`config.mk`:
```
export PLATFORM = sky130hd
export DESIGN_NAME = scalar_wb_unit
export DESIGN_NICKNAME = d
export VERILOG_FILES = /design/src/rtl/datapath_pkg.sv /design/src/rtl/scalar_wb_unit_arbiter.sv /design/src/rtl/scalar_wb_unit.sv
export SDC_FILE = /design/constraint.sdc
export NUM_CORES = 1
export LEC_CHECK = 0
export CAP_MARGIN = 20
export CORE_MARGIN = 10
export CORE_UTILIZATION = 45
export CTS_CLUSTER_SIZE = 8
export DETAILED_ROUTE_END_ITERATION = 16
export PLACE_DENSITY = 0.76
export SYNTH_ARGS = -nofsm -noshare
export SYNTH_HDL_FRONTEND = slang
export SYNTH_SLANG_ARGS = --single-unit
export TNS_END_PERCENT = 30
```
`constraint.sdc`:
```
create_clock -name CLK -period 3.2 [get_ports CLK]
set_clock_uncertainty 0.1 [all_clocks]
set_input_delay 0.48 -clock CLK [delete_from_list [all_inputs] [get_ports CLK]]
set_output_delay 0.48 -clock CLK [all_outputs]
set_load 0.05 [all_outputs]
```
`src/rtl/datapath_pkg.sv`:
```
// Shared datapath types for the scoreboard writeback path: result payloads,
// register/FU index widths and the completion broadcast record.
package datapath_pkg;

    localparam int WORD_W     = 32;
    localparam int REG_W      = 5;
    localparam int MAT_W      = 3;
    localparam int FU_W       = 2;
    localparam int NUM_WB_SRC = 3;

    typedef logic [REG_W-1:0] regbits_t;
    typedef logic [MAT_W-1:0] matbits_t;
    typedef logic [FU_W-1:0]  fu_sbits_t;

    // Source index doubles as the FU id used in FUST/RST tag compares.
    typedef enum logic [FU_W-1:0] {
        WB_SRC_ALU   = 2'd0,
        WB_SRC_SLDST = 2'd1,
        WB_SRC_MLDST = 2'd2
    } wb_src_t;

    typedef struct packed {
        logic              s_rw_en;
        regbits_t          s_rw;
        logic              m_rw_en;
        matbits_t          m_rw;
        logic [WORD_W-1:0] s_wdata;
    } wb_t;

    typedef struct packed {
        logic      valid;
        fu_sbits_t fu;
    } wb_done_t;

endpackage

```
`src/rtl/scalar_wb_unit_arbiter.sv`:
```
// Round-robin arbiter over holding-buffer requests; the search begins at
// rr_ptr and wraps, producing a one-hot grant plus its index.
module wb_rr_arbiter #(
    parameter int N     = 3,
    parameter int IDX_W = 2
) (
    input  logic [N-1:0]     req,
    input  logic [IDX_W-1:0] rr_ptr,
    output logic [N-1:0]     grant,
    output logic [IDX_W-1:0] grant_idx,
    output logic             any
);

    int               idx_i;
    logic [IDX_W-1:0] idx;

    // Walk from farthest to nearest offset so the entry closest to rr_ptr wins.
    always_comb begin
        grant     = '0;
        grant_idx = '0;
        any       = 1'b0;
        idx_i     = 0;
        idx       = '0;
        for (int k = N - 1; k >= 0; k--) begin
            idx_i = int'(rr_ptr) + k;
            if (idx_i >= N) begin
                idx_i = idx_i - N;
            end
            idx = IDX_W'(idx_i);
            if (req[idx]) begin
                grant      = '0;
                grant[idx] = 1'b1;
                grant_idx  = idx;
                any        = 1'b1;
            end
        end
    end

endmodule

```
`src/rtl/scalar_wb_unit.sv`:
```
// Writeback/completion stage: buffers one result per FU, picks one per cycle
// round-robin, drives the RF write port, matrix release and FU-done broadcast.
module scalar_wb_unit
    import datapath_pkg::*;
#(
    parameter int NUM_WB_SRC = datapath_pkg::NUM_WB_SRC,
    parameter int CNT_W      = 16
) (
    input  logic                  CLK,
    input  logic                  RST,
    input  logic [NUM_WB_SRC-1:0] src_valid,
    input  wb_t                   src_wb [NUM_WB_SRC],
    output logic [NUM_WB_SRC-1:0] src_ready,
    output logic                  rf_wen,
    output regbits_t              rf_waddr,
    output logic [WORD_W-1:0]     rf_wdata,
    output logic                  mrf_rel_en,
    output matbits_t              mrf_rel_idx,
    output logic                  done_valid,
    output fu_sbits_t             done_fu,
    output logic [CNT_W-1:0]      conflict_cnt
);

    localparam int IDX_W = (NUM_WB_SRC > 1) ? $clog2(NUM_WB_SRC) : 1;

    logic [NUM_WB_SRC-1:0] buf_vld_q, buf_vld_d;
    wb_t                   buf_wb_q [NUM_WB_SRC];
    wb_t                   buf_wb_d [NUM_WB_SRC];
    logic [IDX_W-1:0]      rr_ptr_q, rr_ptr_d;
    logic [NUM_WB_SRC-1:0] grant;
    logic [IDX_W-1:0]      grant_idx;
    logic                  grant_any;
    wb_t                   gnt_wb;

    logic                  rf_wen_q, rf_wen_d;
    regbits_t              rf_waddr_q, rf_waddr_d;
    logic [WORD_W-1:0]     rf_wdata_q, rf_wdata_d;
    logic                  mrf_rel_en_q, mrf_rel_en_d;
    matbits_t              mrf_rel_idx_q, mrf_rel_idx_d;
    wb_done_t              done_q, done_d;
    logic [CNT_W-1:0]      conflict_cnt_q, conflict_cnt_d;
    int unsigned           pending;

    wb_rr_arbiter #(
        .N     (NUM_WB_SRC),
        .IDX_W (IDX_W)
    ) u_arb (
        .req       (buf_vld_q),
        .rr_ptr    (rr_ptr_q),
        .grant     (grant),
        .grant_idx (grant_idx),
        .any       (grant_any)
    );

    // A granted buffer drains this cycle, so it may refill at the same edge.
    always_comb begin
        src_ready = ~buf_vld_q | grant;
        pending   = 0;
        for (int i = 0; i < NUM_WB_SRC; i++) begin
            buf_vld_d[i] = buf_vld_q[i];
            buf_wb_d[i]  = buf_wb_q[i];
            if (buf_vld_q[i]) begin
                pending = pending + 1;
            end
            if (src_valid[i] && src_ready[i]) begin
                buf_vld_d[i] = 1'b1;
                buf_wb_d[i]  = src_wb[i];
            end else if (grant[i]) begin
                buf_vld_d[i] = 1'b0;
            end
        end
        conflict_cnt_d = conflict_cnt_q;
        if (pending >= 2 && conflict_cnt_q != '1) begin
            conflict_cnt_d = conflict_cnt_q + 1'b1;
        end
    end

    // Index/data/FU outputs hold across idle cycles; only the strobes drop.
    always_comb begin
        gnt_wb        = buf_wb_q[grant_idx];
        rf_wen_d      = 1'b0;
        rf_waddr_d    = rf_waddr_q;
        rf_wdata_d    = rf_wdata_q;
        mrf_rel_en_d  = 1'b0;
        mrf_rel_idx_d = mrf_rel_idx_q;
        done_d.valid  = 1'b0;
        done_d.fu     = done_q.fu;
        rr_ptr_d      = rr_ptr_q;
        if (grant_any) begin
            rf_wen_d      = gnt_wb.s_rw_en && (gnt_wb.s_rw != '0);
            rf_waddr_d    = gnt_wb.s_rw;
            rf_wdata_d    = gnt_wb.s_wdata;
            mrf_rel_en_d  = gnt_wb.m_rw_en;
            mrf_rel_idx_d = gnt_wb.m_rw;
            done_d.valid  = 1'b1;
            done_d.fu     = fu_sbits_t'(grant_idx);
            rr_ptr_d      = (grant_idx == IDX_W'(NUM_WB_SRC - 1)) ? '0 : grant_idx + 1'b1;
        end
    end

    always_ff @(posedge CLK) begin
        if (RST) begin
            buf_vld_q      <= '0;
            rr_ptr_q       <= '0;
            rf_wen_q       <= 1'b0;
            rf_waddr_q     <= '0;
            rf_wdata_q     <= '0;
            mrf_rel_en_q   <= 1'b0;
            mrf_rel_idx_q  <= '0;
            done_q         <= '0;
            conflict_cnt_q <= '0;
            for (int i = 0; i < NUM_WB_SRC; i++) begin
                buf_wb_q[i] <= '0;
            end
        end else begin
            buf_vld_q      <= buf_vld_d;
            rr_ptr_q       <= rr_ptr_d;
            rf_wen_q       <= rf_wen_d;
            rf_waddr_q     <= rf_waddr_d;
            rf_wdata_q     <= rf_wdata_d;
            mrf_rel_en_q   <= mrf_rel_en_d;
            mrf_rel_idx_q  <= mrf_rel_idx_d;
            done_q         <= done_d;
            conflict_cnt_q <= conflict_cnt_d;
            for (int i = 0; i < NUM_WB_SRC; i++) begin
                buf_wb_q[i] <= buf_wb_d[i];
            end
        end
    end

    assign rf_wen       = rf_wen_q;
    assign rf_waddr     = rf_waddr_q;
    assign rf_wdata     = rf_wdata_q;
    assign mrf_rel_en   = mrf_rel_en_q;
    assign mrf_rel_idx  = mrf_rel_idx_q;
    assign done_valid   = done_q.valid;
    assign done_fu      = done_q.fu;
    assign conflict_cnt = conflict_cnt_q;

endmodule
```
==> flow_metrics.py <==
metrics = {
    "cells_and_area": {
        "fill_cells": 1472,
        "synthToLayoutAreaGrowth_pct": 34.07,
        "final_cell_mix": "clkdlybuf4s50_1 (190), nor3b_1 (128), edfxtp_1 (126)",
        "final_nets": 998,
        "final_common_cell": "clkdlybuf4s50_1",
        "final_area_sq_mm": 0.01105,
        "layout.cells.non_filler": 1103,
        "drive_gt1_share_pct": 8.133,
    },
    "hold_path": {
        "hold_path.class": "reg2reg",
        "holdPathStages": 2,
        "hold_end": "rf_wdata[7]$_SDFFE_PP0N_",
        "hp-start": "buf_wb_q[0][7]$_SDFFCE_PN0P_",
    },
    "clocking": {
        "post_cts_resized": 0,
        "cts_buffer_depth": 2,
        "tritoncts": "done",
        "clk_latency_ns": 0.43,
        "clkTransAtPathRegs_ns": 0.07,
        "post-cts-setup-buffer-count": 0,
        "cts_root_buffer": "clkbuf_16",
        "htree_num_levels": 4,
        "numCtsBuffers": 17,
        "ctsHoldBuffers": 0,
        "tritoncts_num_sinks": 192,
    },
    "critical_path": {
        "path_class": "reg2out",
        "worstReg2RegStart": "rr_ptr_q[1]$_SDFFE_PP0N_",
        "start_kind": "flip-flop",
        "r2r-end": "buf_wb_q[0][19]$_SDFFCE_PN0P_",
        "r2r_cells": 9,
        "crit_arrival_ns": 2.50,
        "crit_required_ns": 2.62,
        "cp_max_fo": 5,
        "endpoint_kind": "output port",
        "reg2reg_slack_ns": 0.26,
    },
    "timing": {
        "drv_slew": 0,
        "setup_viol": 0,
        "clock.fmax_ghz": 0.3248,
        "rsz0062_at_grt": "no",
        "hold_slack_ns": 0.3509,
        "fin_crit_ns": 3.079,
        "hold_viol": 0,
        "finalCritPeriodShare_pct": 96.21,
        "worst_pin_slew_ns": 0.9314,
        "slew_headroom_pct": 37.44,
        "fin_setup_tns_ns": 0,
    },
    "drt": {
        "drt_wl_total_um": 22710,
        "ant_nets": 0,
        "drt_iter0_drc": 497,
        "firstDrtPassIters": 5,
        "drt-vias-per-instance": 5.630,
        "num_vias": 6210,
        "drc": 0,
        "avgRoutedWirePerCell_um": 20.59,
    },
    "grt": {
        "track_usage_pct": 18.42,
        "grt_max_degree": 111,
        "grt_pass1_vias": 6357,
        "grt_overflow": 0,
        "grt_pass1_wl_um": 35300,
        "antenna_found_initial": 1,
    },
    "placement": {
        "dp_hpwl_um": 15210,
        "dpl-instance-area_sq_mm": 0.01046,
        "io_buffers": 194,
        "gp_congestion": 0.8811,
        "dp_cells": 1070,
    },
    "logic_synthesis": {
        "ys_ff_latch": 192,
        "syn_inst": 687,
        "ys_seq_area_share_pct": 61.91,
        "synth_cell_types": 53,
        "ys_async_sr_fraction_pct": 0,
        "yosysWarnings": 0,
        "mappedNetlistArea_sq_mm": 0.008245,
        "ys.flop_type": "edfxtp_1",
        "avgSynthCellArea_sq_um": 12.00,
        "synth-edff-count": 126,
        "syn_nets": 825,
    },
    "status": {
        "status": "completed",
    },
    "die": {
        "fp.dieW_um": 155.4,
        "pin_count": 195,
        "die-area_sq_mm": 0.02414,
        "coreArea_sq_mm": 0.01802,
        "initial_utilization_pct": 45.74,
        "die_h_um": 155.4,
        "rows": 49,
    },
    "power_and_ir_drop": {
        "ir_drop_mv": 0.4326,
        "p_leak_nw": 3.896,
        "pwr_density_cell_mw_per_mm2": 831.4,
    },
    "run": {
        "maxCapViolCount": 0,
    },
}
## per-layer routing
metal,vias to the layer above,wire (um),track usage [%]
li1,2938,-,-
met1,3037,9591,22.92
met2,215,10870,29.33
met3,20,1887,6.755
met4,0,361,5.437
met5,-,0,0
## worst max-delay path by stage
stage                                   startpoint                       endpoint
final                     rr_ptr_q[0]$_SDFFE_PP0N_                   src_ready[0]
after global routing      rr_ptr_q[0]$_SDFFE_PP0N_                   src_ready[0]
after CTS                 rr_ptr_q[0]$_SDFFE_PP0N_                   src_ready[0]
after detailed placement  rr_ptr_q[0]$_SDFFE_PP0N_       rf_wdata[9]$_SDFFE_PP0N_
after global placement    rr_ptr_q[0]$_SDFFE_PP0N_  buf_wb_q[1][19]$_SDFFCE_PN0P_
after floorplan           rr_ptr_q[0]$_SDFFE_PP0N_   buf_wb_q[1][0]$_SDFFCE_PN0P_
## power breakdown
part	leakage, nW	internal, mW	switching [mW]
registers	1.90	3.22	0.233
clock network	0.285	1.04	1.01
logic	1.71	1.33	2.35
## Yosys cell counts (all sizes together), types with 2 or more instances
library cell	n	share of area, %
clkbuf	38	1.7
inv	12	0.55
a222oi	13	1.6
nand2	25	1.1
a221o	21	2.5
ha	7	1.1
nor3	31	1.9
dfxtp	66	16
o21ai	21	1.3
nor4	3	0.30
xor2	9	0.96
a211oi	5	0.46
xnor2	4	0.42
nand2b	6	0.46
a21boi	2	0.18
nand3b	3	0.27
a22o	6	0.64
or3	3	0.23
a21oi	39	2.4
edfxtp	126	46
nand4	2	0.15
and2	2	0.15
a41oi	2	0.21
and3	3	0.23
nor2	51	2.4
mux2i	6	0.73
nand3	11	0.67
mux2	2	0.27
nor3b	128	12
buf	21	1.4
or2	3	0.23
## state kept, by name, indices dropped and copies added (netlist names), 2 cells and up
register and count:
mrf_rel_idx 3, done_fu 2, buf_vld_q 3, buf_wb_q 126, rf_waddr 5, conflict_cnt 16, rf_wdata 32, rr_ptr_q 2
## area by class of cell
type | instances | area, sq um | area share, %
well taps | 229 | 286.5 | 2.592
flip-flops and latches | 192 | 5105 | 46.18
multi-input cells | 424 | 2874 | 26.00
clock buffers | 17 | 425.4 | 3.848
diodes | 1 | 2.502 | 0.02264
inverters | 12 | 45.04 | 0.4075
clock inverters | 15 | 150.1 | 1.358
repair buffers | 213 | 2166 | 19.59
## stage by stage
stage	utilization [%]	worst slack, ns	total power, mW
finish	61.33	0.1212	9.191
global route	61.33	0.02097	9.670
CTS	61.20	0.03280	9.225
detailed placement	58.01	0.1446	7.171
global placement	58.01	0.2523	7.099
floorplan	-	-0.2031	5.861
## logic make-up (layout without fill, tap and decap cells)
group                      Yosys count  after routing  share of synthesized area [%]
muxes                                8              8                          1.002
buffers and inverters               71            257                          3.718
AOI/OAI and AO/OA                  123            123                          10.99
xor gates and xnor gates            13             13                          1.381
DFF                                192            192                          61.91
other                                0              1                              0
and+or+nand+nor                    273            273                          19.94
adders and majority gates            7              7                          1.062
## worst max-delay path, cell delays in order, from the launching register on
cell and delay [ns]:
dfxtp_1 0.39, inv_1 0.11, ha_1 0.27, nand2b_1 0.20
mux2i_1 0.33, a32oi_1 0.17, o211ai_2 0.33, buf_4 0.27
(Power assumes the default switching activity.)
